### config.mk
export PLATFORM = sky130hd
export DESIGN_NAME = apb_master_bridge
export DESIGN_NICKNAME = d
export VERILOG_FILES = /design/src/rtl/apb_master_global_pkg.sv /design/src/rtl/apb_master_slave_decoder.sv /design/src/rtl/apb_master_bridge.sv
export SDC_FILE = /design/constraint.sdc
export NUM_CORES = 1
export LEC_CHECK = 0
export ABC_AREA = 1
export BUFFER_PORTS_ARGS = -buffer_cell sky130_fd_sc_hd__buf_2
export CAP_MARGIN = 20
export CORE_ASPECT_RATIO = 2
export CORE_MARGIN = 2
export CORE_UTILIZATION = 46
export CTS_BUF_LIST = sky130_fd_sc_hd__clkbuf_16
export CTS_CLUSTER_DIAMETER = 100
export DETAILED_ROUTE_END_ITERATION = 8
export MAX_ROUTING_LAYER = met4
export PLACE_DENSITY_LB_ADDON = 0.25
export RECOVER_POWER = 50
export SYNTH_ARGS = -nofsm -noshare
export SYNTH_HDL_FRONTEND = slang
export SYNTH_SLANG_ARGS = --single-unit
export TNS_END_PERCENT = 100
### constraint.sdc
create_clock -name pclk -period 2.1 [get_ports pclk]
set_clock_uncertainty 0.2 [all_clocks]
set_input_delay 0.105 -clock pclk [delete_from_list [all_inputs] [get_ports pclk]]
set_output_delay 0.105 -clock pclk [all_outputs]
set_load 0.1 [all_outputs]
### src/rtl/apb_master_global_pkg.sv
// Shared types and constants for the APB master bridge and its helpers.
package apb_master_global_pkg;

  // APB transfer phases as seen by the bridge FSM
  typedef enum logic [1:0] {
    IDLE   = 2'b00,
    SETUP  = 2'b01,
    ACCESS = 2'b10,
    RESP   = 2'b11
  } apb_fsm_state_e;

  // Transfer direction, matching the PWRITE encoding
  typedef enum logic {
    READ  = 1'b0,
    WRITE = 1'b1
  } tx_type_e;

  // PPROT encoding: {instruction, non-secure, privileged}
  typedef enum logic [2:0] {
    NORMAL_SECURE_DATA              = 3'b000,
    PRIVILEGED_SECURE_DATA          = 3'b001,
    NORMAL_NONSECURE_DATA           = 3'b010,
    PRIVILEGED_NONSECURE_DATA       = 3'b011,
    NORMAL_SECURE_INSTRUCTION       = 3'b100,
    PRIVILEGED_SECURE_INSTRUCTION   = 3'b101,
    NORMAL_NONSECURE_INSTRUCTION    = 3'b110,
    PRIVILEGED_NONSECURE_INSTRUCTION = 3'b111
  } protection_type_e;

  // Default number of ACCESS cycles tolerated before a transfer is aborted
  localparam int APB_TIMEOUT_CYCLES = 16;

  // Response record at the widest supported data width and default counter width
  typedef struct packed {
    logic [31:0] rdata;
    logic        error;
    logic        timeout;
    logic [7:0]  wait_states;
  } apb_bridge_rsp_s;

endpackage

### src/rtl/apb_master_slave_decoder.sv
// Address decoder: the top address bits pick one of NO_OF_SLAVES slaves.
module apb_master_slave_decoder #(
  parameter int ADDRESS_WIDTH = 12,
  parameter int NO_OF_SLAVES  = 4,
  localparam int SLV_IDX_WIDTH = $clog2(NO_OF_SLAVES)
) (
  input  logic [ADDRESS_WIDTH-1:0] addr,
  output logic [SLV_IDX_WIDTH-1:0] slave_index,
  output logic [NO_OF_SLAVES-1:0]  slave_sel
);

  // Low address bits only matter to the slave itself
  logic [ADDRESS_WIDTH-SLV_IDX_WIDTH-1:0] unused_addr_s;
  assign unused_addr_s = addr[ADDRESS_WIDTH-SLV_IDX_WIDTH-1:0];

  // Slice the index from the MSBs and expand it to a one-hot select
  always_comb begin
    slave_index = addr[ADDRESS_WIDTH-1 -: SLV_IDX_WIDTH];
    slave_sel   = {NO_OF_SLAVES{1'b0}};
    slave_sel[slave_index] = 1'b1;
  end

endmodule

### src/rtl/apb_master_bridge.sv
// APB4 master bridge: one command at a time from a valid/ready port is run
// as an APB transfer on the decoded slave, and its outcome (read data,
// PSLVERR, timeout, wait-state count) is returned on a valid/ready response.
module apb_master_bridge
  import apb_master_global_pkg::*;
#(
  parameter int ADDRESS_WIDTH  = 12,
  parameter int DATA_WIDTH     = 32,
  parameter int NO_OF_SLAVES   = 4,
  parameter int TIMEOUT_CYCLES = APB_TIMEOUT_CYCLES,
  parameter int WAIT_CNT_WIDTH = 8
) (
  input  logic                               pclk,
  input  logic                               preset,
  input  logic                               cmd_valid,
  output logic                               cmd_ready,
  input  logic                               cmd_write,
  input  logic [ADDRESS_WIDTH-1:0]           cmd_addr,
  input  logic [DATA_WIDTH-1:0]              cmd_wdata,
  input  logic [DATA_WIDTH/8-1:0]            cmd_strb,
  input  logic [2:0]                         cmd_prot,
  output logic                               rsp_valid,
  input  logic                               rsp_ready,
  output logic [DATA_WIDTH-1:0]              rsp_rdata,
  output logic                               rsp_error,
  output logic                               rsp_timeout,
  output logic [WAIT_CNT_WIDTH-1:0]          rsp_wait_states,
  output logic [NO_OF_SLAVES-1:0]            pselx,
  output logic                               penable,
  output logic                               pwrite,
  output logic [ADDRESS_WIDTH-1:0]           paddr,
  output logic [DATA_WIDTH-1:0]              pwdata,
  output logic [DATA_WIDTH/8-1:0]            pstrb,
  output logic [2:0]                         pprot,
  input  logic [NO_OF_SLAVES*DATA_WIDTH-1:0] prdata,
  input  logic [NO_OF_SLAVES-1:0]            pready,
  input  logic [NO_OF_SLAVES-1:0]            pslverr
);

  localparam int SLV_IDX_WIDTH = $clog2(NO_OF_SLAVES);
  localparam int ACC_CNT_WIDTH = $clog2(TIMEOUT_CYCLES);
  localparam int STRB_WIDTH    = DATA_WIDTH / 8;

  localparam logic [1:0] ST_IDLE   = IDLE;
  localparam logic [1:0] ST_SETUP  = SETUP;
  localparam logic [1:0] ST_ACCESS = ACCESS;
  localparam logic [1:0] ST_RESP   = RESP;

  localparam logic [ACC_CNT_WIDTH-1:0]  ACC_CNT_LAST = ACC_CNT_WIDTH'(TIMEOUT_CYCLES - 1);
  localparam logic [ACC_CNT_WIDTH-1:0]  ACC_CNT_ZERO = {ACC_CNT_WIDTH{1'b0}};
  localparam logic [ACC_CNT_WIDTH-1:0]  ACC_CNT_ONE  = ACC_CNT_WIDTH'(1);
  localparam logic [WAIT_CNT_WIDTH-1:0] WAIT_ZERO    = {WAIT_CNT_WIDTH{1'b0}};
  localparam logic [WAIT_CNT_WIDTH-1:0] WAIT_ONE     = WAIT_CNT_WIDTH'(1);
  localparam logic [WAIT_CNT_WIDTH-1:0] WAIT_MAX     = {WAIT_CNT_WIDTH{1'b1}};
  localparam logic [DATA_WIDTH-1:0]     DATA_ZERO    = {DATA_WIDTH{1'b0}};
  localparam logic [STRB_WIDTH-1:0]     STRB_ZERO    = {STRB_WIDTH{1'b0}};
  localparam logic [NO_OF_SLAVES-1:0]   SEL_ZERO     = {NO_OF_SLAVES{1'b0}};
  localparam logic [ADDRESS_WIDTH-1:0]  ADDR_ZERO    = {ADDRESS_WIDTH{1'b0}};

  logic [1:0]                state_r;
  logic [SLV_IDX_WIDTH-1:0]  slv_idx_r;
  logic [ACC_CNT_WIDTH-1:0]  acc_cnt_r;
  logic [WAIT_CNT_WIDTH-1:0] wait_cnt_r;

  logic [SLV_IDX_WIDTH-1:0]  dec_idx_s;
  logic [NO_OF_SLAVES-1:0]   dec_sel_s;
  logic                      sel_ready_s;
  logic                      sel_err_s;
  logic [DATA_WIDTH-1:0]     sel_rdata_s;
  logic [WAIT_CNT_WIDTH-1:0] wait_inc_s;

  apb_master_slave_decoder #(
    .ADDRESS_WIDTH (ADDRESS_WIDTH),
    .NO_OF_SLAVES  (NO_OF_SLAVES)
  ) u_decoder (
    .addr        (cmd_addr),
    .slave_index (dec_idx_s),
    .slave_sel   (dec_sel_s)
  );

  // Only the addressed slave's handshake and data are ever looked at
  always_comb begin
    sel_ready_s = pready[slv_idx_r];
    sel_err_s   = pslverr[slv_idx_r];
    sel_rdata_s = prdata[slv_idx_r*DATA_WIDTH +: DATA_WIDTH];
  end

  // Wait-state counter increment that sticks at all-ones instead of wrapping
  always_comb begin
    if (wait_cnt_r == WAIT_MAX) begin
      wait_inc_s = wait_cnt_r;
    end else begin
      wait_inc_s = wait_cnt_r + WAIT_ONE;
    end
  end

  // Transfer FSM; every port output is a register updated here.
  // The response registers are loaded when ACCESS ends, and rsp_valid follows
  // one cycle later so the response fields are settled before they are offered.
  always_ff @(posedge pclk) begin
    if (preset) begin
      state_r         <= ST_IDLE;
      slv_idx_r       <= {SLV_IDX_WIDTH{1'b0}};
      acc_cnt_r       <= ACC_CNT_ZERO;
      wait_cnt_r      <= WAIT_ZERO;
      cmd_ready       <= 1'b1;
      rsp_valid       <= 1'b0;
      rsp_rdata       <= DATA_ZERO;
      rsp_error       <= 1'b0;
      rsp_timeout     <= 1'b0;
      rsp_wait_states <= WAIT_ZERO;
      pselx           <= SEL_ZERO;
      penable         <= 1'b0;
      pwrite          <= 1'b0;
      paddr           <= ADDR_ZERO;
      pwdata          <= DATA_ZERO;
      pstrb           <= STRB_ZERO;
      pprot           <= 3'b000;
    end else begin
      case (state_r)
        ST_IDLE: begin
          if (cmd_valid && cmd_ready) begin
            paddr      <= cmd_addr;
            pwrite     <= cmd_write;
            pwdata     <= cmd_wdata;
            pstrb      <= cmd_write ? cmd_strb : STRB_ZERO;
            pprot      <= cmd_prot;
            pselx      <= dec_sel_s;
            penable    <= 1'b0;
            slv_idx_r  <= dec_idx_s;
            acc_cnt_r  <= ACC_CNT_ZERO;
            wait_cnt_r <= WAIT_ZERO;
            cmd_ready  <= 1'b0;
            state_r    <= ST_SETUP;
          end else begin
            cmd_ready  <= 1'b1;
          end
        end
        ST_SETUP: begin
          penable <= 1'b1;
          state_r <= ST_ACCESS;
        end
        ST_ACCESS: begin
          if (sel_ready_s) begin
            pselx           <= SEL_ZERO;
            penable         <= 1'b0;
            rsp_rdata       <= pwrite ? DATA_ZERO : sel_rdata_s;
            rsp_error       <= sel_err_s;
            rsp_timeout     <= 1'b0;
            rsp_wait_states <= wait_cnt_r;
            state_r         <= ST_RESP;
          end else if (acc_cnt_r == ACC_CNT_LAST) begin
            pselx           <= SEL_ZERO;
            penable         <= 1'b0;
            rsp_rdata       <= DATA_ZERO;
            rsp_error       <= 1'b1;
            rsp_timeout     <= 1'b1;
            rsp_wait_states <= wait_inc_s;
            state_r         <= ST_RESP;
          end else begin
            acc_cnt_r  <= acc_cnt_r + ACC_CNT_ONE;
            wait_cnt_r <= wait_inc_s;
          end
        end
        ST_RESP: begin
          if (rsp_valid && rsp_ready) begin
            rsp_valid       <= 1'b0;
            rsp_rdata       <= DATA_ZERO;
            rsp_error       <= 1'b0;
            rsp_timeout     <= 1'b0;
            rsp_wait_states <= WAIT_ZERO;
            cmd_ready       <= 1'b1;
            state_r         <= ST_IDLE;
          end else begin
            rsp_valid <= 1'b1;
          end
        end
        default: begin
          pselx     <= SEL_ZERO;
          penable   <= 1'b0;
          rsp_valid <= 1'b0;
          cmd_ready <= 1'b1;
          state_r   <= ST_IDLE;
        end
      endcase
    end
  end

endmodule

# After elaboration in Yosys (flattened, before gate mapping)
# Index checks and enable logic that the tools add are counted.
# Widths: inputs -> output; s select.
dict set report totals {
  reg_bits 117
  in_bits 192
  output_inout_bits 101
  elab_cells 96
}
dict set report op_classes {
  addsub 2
  magnitude_cmp 3
  eq_ne 10
  n_shift 1
  muxes 48
  reduce_logical 15
}
# op count
set ops {}
lappend ops {{$mux 32} 4}
lappend ops {{$shiftx 128x8->32} 1}
lappend ops {{$pmux 32 s2} 1}
lappend ops {{$mux 8} 7}
lappend ops {{$pmux 8 s2} 2}
lappend ops {{$mux 4} 7}
lappend ops {{$pmux 4 s2} 2}
lappend ops {{$mux 1} 13}
lappend ops {{$reduce_and 3->1} 4}
lappend ops {{$add 8x1->8 const B} 1}
lappend ops {{$eq 8x8->1 const B} 1}
lappend ops {{$mux 2} 4}
lappend ops {{$ne 2x2->1 const B} 4}
lappend ops {{$pmux 2 s4} 1}
lappend ops {{$lt 2x3->1 const B} 2}
lappend ops {{$pmux 1 s2} 3}
lappend ops {{$reduce_bool 2->1} 3}
lappend ops {{$add 4x1->4 const B} 1}
lappend ops {{$bmux 1 s2} 2}
lappend ops {{$eq 2x2->1 const B} 2}
lappend ops {{$eq 4x4->1 const B} 1}
lappend ops {{$reduce_and 2->1} 2}
lappend ops {{$reduce_and 4->1} 1}
lappend ops {{$logic_and 1x1->1} 3}
lappend ops {{other kinds (7)} 7}

# Depth between registers and ports, before layout
# Gate-level depths: netlist of run 1.
dict set report logic_depth {
  ltp_word 6
  ltp_mapped 13
  ltp_nobuf 10
}

# By module
# From an unflattened synthesis of run 1, not the netlist that was laid out.
dict set report hier_totals {
  cells_unflattened 896
  hier_area_um2 5821.8
}
# module instances cells_per_inst area_per_inst_um2 seq_area_each_um2
set modules_own_cells {}
lappend modules_own_cells {apb_master_bridge 1 887 5780.5 2342.2}
lappend modules_own_cells {apb_master_slave_decoder 1 9 41.3 0.0}

# Least setup slack after synthesis of run 1
# Ideal clock, no wire load.
dict set report synth_timing {
  path_kind {flip-flop to flip-flop}
  from {register, netlist name paddr[10]}
  to {register rsp_rdata[0]}
  setup_ps 117
  arrival_time_ps 2142
  required_time_ps 1783
  path_slack_ps -359
  stages_incl_launch_ff 13
  n_path_buf 3
  synth_period_minus_slack_ps 2459
  path_cell_list {dfxtp_1 -> buf_4 -> inv_2 -> nand2_1 -> nand3_2 -> nand2_4 -> nand3_4 -> nand3_2 -> inv_2 -> buf_6 -> buf_2 -> nor2_1 -> nor2_1}
}
# item line_no
set synth_lines {}
lappend synth_lines {{end signal, assigned} apb_master_bridge.sv:147} ;# rsp_rdata <= pwrite ? DATA_ZERO : sel_rdata_s;
lappend synth_lines {{end, declared} apb_master_bridge.sv:24} ;# output logic [DATA_WIDTH-1:0] rsp_rdata,

# Final worst setup path of run 1
dict set report layout_timing {
  from {register slv_idx_r[1]}
  to {register rsp_rdata[12]}
}
dict set report layout_via {
  elab_chain_len 4
  elab_cells_between_ends 8
  cone_classes {eq/ne (1); shift (1); mux (5); reduce/logical (1)}
}
# item line_no
set layout_lines {}
lappend layout_lines {{start, declared} apb_master_bridge.sv:61} ;# logic [SLV_IDX_WIDTH-1:0] slv_idx_r;
lappend layout_lines {{start signal, assigned} apb_master_bridge.sv:103} ;# slv_idx_r <= {SLV_IDX_WIDTH{1'b0}};
lappend layout_lines {{start signal, assigned} apb_master_bridge.sv:130} ;# slv_idx_r <= dec_idx_s;
lappend layout_lines {{$shiftx 128x8->32 / $bmux 1 s2 (equally long branches)} {apb_master_bridge.sv:85, apb_master_bridge.sv:83}}
lappend layout_lines {{$mux 32 / $mux 1 (equally long branches)} {apb_master_bridge.sv:147, apb_master_bridge.sv:83}}
lappend layout_lines {{$mux 32 / $ne 3x3->1 (equally long branches)} --}
lappend layout_lines {{$pmux 32 s2 / $reduce_and 3->1 (equally long branches)} --}
# Several ways; a longest one is shown, not always the timed one. The select of a mux whose other input is x is not followed.
# A chain may end at the register's enable or synchronous reset.

==> results.env, run 1 <==
GLOBALROUTETOTALUTIL=0.316
TIMING.CRITICAL_PATH.ARRIVAL_PS=2140
POST-ROUTE-PERIOD-UTIL=0.951
POST-SYNTH-TOP-COUNT-CELL='nor2_1'
SYNTH-EDFF-COUNT=0
PATH_CLK_SLEW_PS=50
IR_WORST_VDD_V=0.00127
SYNTH.AREA.MUX_SHARE=0
MIN_DELAY_PATH_DEPTH=5
GLOBALROUTEOVERFLOWTOTAL=0
CRITPATHREQUIREDTIME_PS=2240
POWER.SHARE.SEQUENTIAL=0.207
TIMING.RR.START='slv_idx_r[1]'
INITIAL_UTILIZATION=0.468
POST-DP-HPWL_UM=13400
SYNTH_TOP_AREA_CELL='dfxtp_1'
SETUP_VIOLATIONS=0
SYNTHADDERAREAFRAC=0.0133
YS_ASYNC_SR_FRACTION=0
AREA_GROWTH_FROM_SYNTHESIS_TO_LAYOUT_PCT=54.5
WORSTMARGINPINSLEW_PS=597
TIMING.HOLD.WORST.START='pslverr[2]'
DRTPASS1ITERATIONS=4
REG2REG_SETUP_SLACK_PS=100
P_PER_AREA_nW_PER_UM2=1850
CLOCKBUFFERDEPTH=2
YS.FLOP_TYPE='dfxtp_1'
FIN_TNS_SETUP_PS=0
NETS=1417
TIMING.FINAL.CRIT_PERIOD_PS=2000
PORTBUFFERS=292
SEQ_AREA_FRAC_SYNTH=0.408
DRT_FIRST_ITER_VIOLATIONS=326
NETLIST.AREA_LEADER.SHARE=0.408
SYNTH_SIMPLE_GATE_AREA_FRAC=0.329
WORST_SLEW_MARGIN_REL=0.604
SUMMED_INSTANCE_AREA_OF_THE_SYNTHESIZED_NETLIST_UM2=5640
CLOCK_POWER_SHARE=0.183
CRITICAL_PATH.MAX_FANOUT=32
POSTSYNTHREGISTERBITS=115
TIMING.CRITICAL_PATH.SLOWEST_STAGE_CELL='dlygate4sd3_1'
MAXIMUM_NUMBER_OF_PINS_ON_ONE_NET_BEFORE_GLOBAL_ROUTE_REPAIR=69
POWER_LEAKAGE_nW=4.25
YS.WARNINGS.COUNT=0
H-TREE-DEPTH=4
FLOORPLAN.DIE_AREA_UM2=13200
CRITICAL_PATH_CLASS='register to register'
CTS_ROOT_BUF='clkbuf_16'
WORSTREGTOREGCELLS=9
HOLD_VIOLATIONS=0
ENDPOINT_KIND='register'
TOTAL_SWITCHING_POWER_mW=9.36
ANTENNA_FOUND_INITIAL=0
POST-CTS-SETUP-BUFFER-COUNT=0
POSTLAYOUTCOREUTIL=0.723
DRIVE_ABOVE_1_SHARE=0.296
GRT_PASS1_WL_UM=31700
PLACEMENTROWS=57
VIAS_PER_CELL=5.27
INTERNAL_POWER_mW=6.76
SYNTH_TOP_FAMILY_BY_AREA='simple AND/OR/NAND/NOR gates'
NETLIST_TOP_CELLS_COUNT='nor2_1, nand2_1, o21ai_0, dfxtp_1, clkbuf_1'
CRITICAL_PATH.STARTPOINT_TYPE='register'
SYNTHCELLS=870
DRTANTENNAVIOLNETS=0
DETAILROUTE.VIA_COUNT=7269
ENDPOINT_OF_THE_LOWEST_SLACK_REGISTER_TO_REGISTER_PATH='rsp_rdata[12]'
ROUTEDWLPERCELL_UM=15.7
MAXCLOCKFREQUENCY_MHz=501
RUN_STATUS='completed'
POST_SYNTH.CELL_AREA_AVG_UM2=6.49
SYN-NUM-NETS=1068
ANTENNA_CELLS=0
CHIPWIDTH_UM=82.3
YS_TYPES=27
DRC=0
COMB_POWER_SHARE=0.609
CLK_LATENCY_PS=400
FINAL_MAX_SLEW_VIOL_COUNT=0
SYNTHXORXNORAREAFRAC=0.00466
HOLD_END='rsp_error'
DESIGN.CORE.AREA_UM2=12100
CRIT_BUF_INV=3
ROUTABILITYCONGESTION=0.888
CPLARGESTDELAYFAMILY='buffers and inverters'
TRITONCTS_CLOCK_TREE='yes'
CELL_REPEATED_MOST_ALONG_THE_WORST_PATH='nand2_1'
POWER.SHARE.SWITCHING=0.581
WORST_HOLD_PATH_TYPE='primary input to register'
CTS_BUFFERS=17
PIN_COUNT=293
GRT_PASS1_VIAS=6801
DETAILEDPLACE.WORSTSLACK_PS=112
CRIT_CHAIN='inv_2 -> buf_8 -> o21ai_1 -> o22ai_1 -> dlygate4sd3_1 -> nand2_1 -> nand2_1 -> nand2_1 -> nor2_1'
SETUP_WS_PS=103
TIMING.CRITICAL_PATH.SLOWEST_CELL_DELAY_PS=590
SYNTH_COMPOUND_AREA_FRAC=0.179
MAXCAPVIOLATIONS=0
DETAIL_ROUTE.WIRELENGTH_UM=21600
CTS_NUM_SINKS=115
SYNTH.AREA.TOP_CELLS='dfxtp_1, nor2_1, nand2_1'
DIE_Y_UM=161
## worst register-to-register path, stage by stage, from the launching register on
cell and delay (ps):
dfxtp_2 350, inv_2 100, buf_8 210, o21ai_1 110
o22ai_1 130, dlygate4sd3_1 590, nand2_1 60, nand2_1 70
nand2_1 40, nor2_1 90
## final cells by class
cell class	count	area, um^2
Fill cell	958	3330
Tap cell	147	184
Clock inverter	15	183
Inverter	28	110
Timing Repair Buffer	388	2530
Clock buffer	17	425
Multi-Input combinational cell	669	2980
Sequential cell	115	2310
## repair_timing
| item | in CTS | in global routing |
|---|---|---|
| resized for setup | 0 | 12 |
| endpoints found under the hold margin | 82 | 0 |
| setup endpoints to repair | 0 | 39 |
| hold buffers | 75 | 0 |
## how the worst max path moves through the flow
stage | endpoint | startpoint | slack [ps] | cells past startpoint
after floorplan | rsp_rdata[0] | slv_idx_r[1] | 0.2 | 11
after global placement | pstrb[1] | state_r[0] | 150 | 7
after detailed placement | pstrb[3] | state_r[0] | 110 | 7
after CTS | rsp_rdata[12] | slv_idx_r[1] | 40 | 8
after global routing | rsp_rdata[15] | slv_idx_r[1] | -4 | 9
final | rsp_rdata[12] | slv_idx_r[1] | 100 | 9
## power by group through the flow
stage                     registers (mW)  clock network [mW]  logic, mW
after floorplan                     8.29                   0       2.66
after global placement              3.29                   0       9.29
after detailed placement            3.31                   0       9.34
after CTS                           3.28                2.99       9.50
after global routing                3.42                3.10       10.3
final                               3.34                2.95       9.82
## logic make-up (layout without fill, tap and decap cells)
| family | count (synthesis) | after routing |
|---|---|---|
| simple gates | 468 | 468 |
| compound gates | 192 | 192 |
| flops | 115 | 115 |
| buf+inv | 86 | 448 |
| fa+ha+maj | 6 | 6 |
| xor+xnor | 3 | 3 |
## sequential cells by signal (all words and copies together) (netlist names)
signal and count:
pwdata 32, rsp_rdata 32, paddr 11, rsp_wait_states 8
wait_cnt_r 8, acc_cnt_r 4, pselx 4, pstrb 4
pprot 3, state_r 2, cmd_ready 1, penable 1
pwrite 1, rsp_error 1, rsp_timeout 1, rsp_valid 1
slv_idx_r 1
## through the flow
step           power [mW]  instances  area [um^2]  hold slack [ps]
2_1_floorplan        11.0        870         5650             39.9
3_3_place_gp         12.6       1268         7230              125
3_5_place_dp         12.7       1268         7230              134
4_1_cts              15.8       1375         8590             1.22
5_1_grt              16.9       1379         8720             29.1
6_report             16.1       1379         8720             9.73
## per-layer routing
layer	GRT usage	up-vias	share of wire
met5	-	-	0
met4	0.211	0	0.062
met3	0.0764	90	0.072
met2	0.536	365	0.52
met1	0.304	3288	0.35
li1	-	3526	-
## layout by cell type (no fill, tap or decap), drive strengths merged, types with 32 or more instances in the layout
cell | netlist | final
a21oi | 33 | 33
buf | 21 | 209
clkbuf | 37 | 121
dfxtp | 115 | 115
dlygate4sd3 | 0 | 75
nand2 | 186 | 186
nand3 | 32 | 32
nor2 | 241 | 241
o21ai | 123 | 123
o22ai | 32 | 32
Power figures use the tool's default switching activity.
==> inputs of run 2 (changes only) <==
- REMOVE_ABC_BUFFERS: unset -> 1
==> run 2 against run 1 <==
  * Worst setup slack improved by 32 ps
  * Clock-buffer cell count stayed put
  * Register-to-register slack improved by 90 ps
  * Via count is 0.48% higher
  * Sequential power hardly changed
  * Final cell count rose by 0.65%
  * Critical path depth decreased by 7
  * Combinational power fell by 2.1%
  * Hold slack got worse by 4.9 ps
==> results.env, run 2 (synthesized netlist as in run 1, its figures left out) <==
MIN_DELAY_PATH_DEPTH=5  # unchanged
P_PER_AREA_nW_PER_UM2=1810  # -2.2%
INITIAL_UTILIZATION=0.468  # unchanged
TIMING.CRITICAL_PATH.ARRIVAL_PS=1660  # -480 ps
SETUP_WS_PS=136  # +32.4 ps
DRTPASS1ITERATIONS=5  # +1
ROUTEDWLPERCELL_UM=15.5  # -1.4%
PIN_COUNT=293  # unchanged
TIMING.CRITICAL_PATH.SLOWEST_STAGE_CELL='clkbuf_4'
VIAS_PER_CELL=5.26  # -0.17%
GLOBALROUTEOVERFLOWTOTAL=0  # unchanged
CRITICAL_PATH_CLASS='register to output port'
POST-ROUTE-PERIOD-UTIL=0.935  # -0.0154
CTS_NUM_SINKS=115  # unchanged
POST-DP-HPWL_UM=13800  # +2.9%
DIE_Y_UM=161  # unchanged
WORSTMARGINPINSLEW_PS=610  # +12.6 ps
GLOBALROUTETOTALUTIL=0.326  # +0.00986
TRITONCTS_CLOCK_TREE='yes'
CHIPWIDTH_UM=82.3  # unchanged
DETAILROUTE.VIA_COUNT=7304  # +0.48%
WL_MET3_UM=1700  # +9.9%
MAXIMUM_NUMBER_OF_PINS_ON_ONE_NET_BEFORE_GLOBAL_ROUTE_REPAIR=87  # +26%
CRITICAL_PATH.MAX_FANOUT=53  # +66%
FINAL_MAX_SLEW_VIOL_COUNT=0  # unchanged
PORTBUFFERS=292  # unchanged
MAXCAPVIOLATIONS=0  # unchanged
TIMING.HOLD.WORST.START='pslverr[0]'
TIMING.CRITICAL_PATH.SLOWEST_CELL_DELAY_PS=450  # -140 ps
GRT_PASS1_VIAS=6928  # +1.9%
ANTENNA_FOUND_INITIAL=1  # +1
DRT_FIRST_ITER_VIOLATIONS=414  # +27%
MULTIINPUTGATEAREA_UM2=2990  # +0.25%
CLOCKBUFFERDEPTH=2  # unchanged
FLOORPLAN.DIE_AREA_UM2=13200  # unchanged
FIN_WORST_HOLD_SLACK_PS=4.79  # -4.94 ps
DRC=0  # unchanged
WORSTREGTOREGCELLS=8  # -1
TIMING.FINAL.CRIT_PERIOD_PS=1960  # -32.4 ps
CTS_BUFFERS=17  # unchanged
CRITICAL_PATH.STARTPOINT_TYPE='register'
AREA_GROWTH_FROM_SYNTHESIS_TO_LAYOUT_PCT=54.5  # about the same
ROUTED.TOP_LAYER='met4'
WORST_HOLD_PATH_TYPE='primary input to register'
MAXCLOCKFREQUENCY_MHz=509  # +1.6%
GRT_PASS1_WL_UM=32600  # +2.9%
CLK_LATENCY_PS=410  # about the same
DESIGN.CORE.AREA_UM2=12100  # unchanged
LAYOUT_TOP_REGISTERS='pwdata (32), rsp_rdata (32), paddr (11)'
H-TREE-DEPTH=4  # unchanged
ROUTED-WL-MET2_UM=10800  # -3.1%
TIMING.RR.START='paddr[10]'
ENDPOINT_KIND='output port'
PLACEMENTROWS=57  # unchanged
GRT_SETUP_UNREPAIRED='false'
SETUP_VIOLATIONS=0  # unchanged
ROUTABILITYCONGESTION=0.946  # +6.5%
DRTANTENNAVIOLNETS=0  # unchanged
CTS_ROOT_BUF='clkbuf_16'
NUM-FILL-CELLS=983  # +2.6%
FINAL-SEQ-AREA_UM2=2300  # -0.27%
HOLD_END='rsp_error'
DRIVE_ABOVE_1_SHARE=0.290  # -0.00675
CRIT_CHAIN='buf_4 -> clkbuf_4'
REG2REG_SETUP_SLACK_PS=190  # +90 ps
REPORT.POWER.TOTAL_mW=15.8  # -2.2%
IR_WORST_VDD_V=0.00112  # -12%
DETAIL_ROUTE.WIRELENGTH_UM=21500  # -0.72%
CRITPATHREQUIREDTIME_PS=1790  # -450 ps
PATH_CLK_SLEW_PS=60  # about the same
HOLD_VIOLATIONS=0  # unchanged
POWER_LEAKAGE_nW=4.23  # -0.41%
WL_MET1_UM=7530  # -0.62%
WORST_SLEW_MARGIN_REL=0.595  # -0.00839
LAYOUT_COMMON_CELLS='nor2_1, buf_2, nand2_1'
RUN_STATUS='completed'
DETAILEDPLACE.WORSTSLACK_PS=87.3  # -25.0 ps
ENDPOINT_OF_THE_LOWEST_SLACK_REGISTER_TO_REGISTER_PATH='wait_cnt_r[6]'
POST-CTS-SETUP-BUFFER-COUNT=0  # unchanged
NETS=1425  # +0.56%
MOST_COMMON_LIBRARY_CELL_IN_THE_LAYOUT_IGNORING_FILL_AND_TAPS='nor2_1'
## run 2: cell types whose count changed in the layout (fill, tap and decap cells not counted), sizes merged
cell	before	now
dlygate4sd3	75	86
clkbuf	121	117
buf	209	210
bufinv	3	2
clkinvlp	4	5
diode	0	1
## run 2: critical path, delay by kind of cell (launching register included)
family	cells	cell delay [ps]
flops	1	370
buf+inv	2	880
## run 2: routing by layer
metal / vias to the layer above / track usage
li1: 3540 / -
met1: 3306 / 0.307
met2: 348 / 0.554
met3: 110 / 0.0865
met4: 0 / 0.220
met5: - / -
## run 2: area by class of cell
type | instances | area share
Antenna cell | 1 | 0.000287
Clock buffer | 17 | 0.0488
Clock inverter | 15 | 0.0182
Inverter | 28 | 0.0123
Multi-Input combinational cell | 669 | 0.343
Sequential cell | 115 | 0.264
Tap cell | 147 | 0.0211
Timing Repair Buffer | 396 | 0.292
## run 2: power breakdown
group	switching (mW)	leakage (nW)	internal (mW)
Combinational	7.75	3.02	1.87
Sequential	0.414	0.944	2.91
Clock	1.08	0.270	1.75
Total	9.24	4.23	6.53
## run 2: worst max-delay path by stage
| stage | startpoint | slack, ps | endpoint | cells past startpoint |
|---|---|---|---|---|
| 3_5_place_dp | state_r[0] | 90 | pstrb[0] | 7 |
| 6_report | paddr[10] | 140 | paddr[10] | 2 |
| 4_1_cts | state_r[0] | 70 | pstrb[0] | 7 |
| 5_1_grt | state_r[0] | 40 | rsp_rdata[16] | 10 |
| 3_3_place_gp | state_r[0] | 130 | pstrb[1] | 7 |
| 2_1_floorplan | paddr[10] | -2360 | rsp_rdata[0] | 10 |
## run 2: timing repair
action                                  4_1_cts  5_1_grt
endpoints found under the setup margin        0       31
endpoints found under the hold margin        86        0
resized for setup                             0        5
hold buffers                                 86        0
## run 2: per-stage QoR
step,utilization,TNS [ps],std cells,area [um^2]
finish,0.723,0,1388,8720
global route,0.723,0,1388,8720
CTS,0.722,0,1387,8710
detailed placement,0.603,0,1269,7260
global placement,0.603,0,1269,7260
floorplan,-,-211360,812,5380
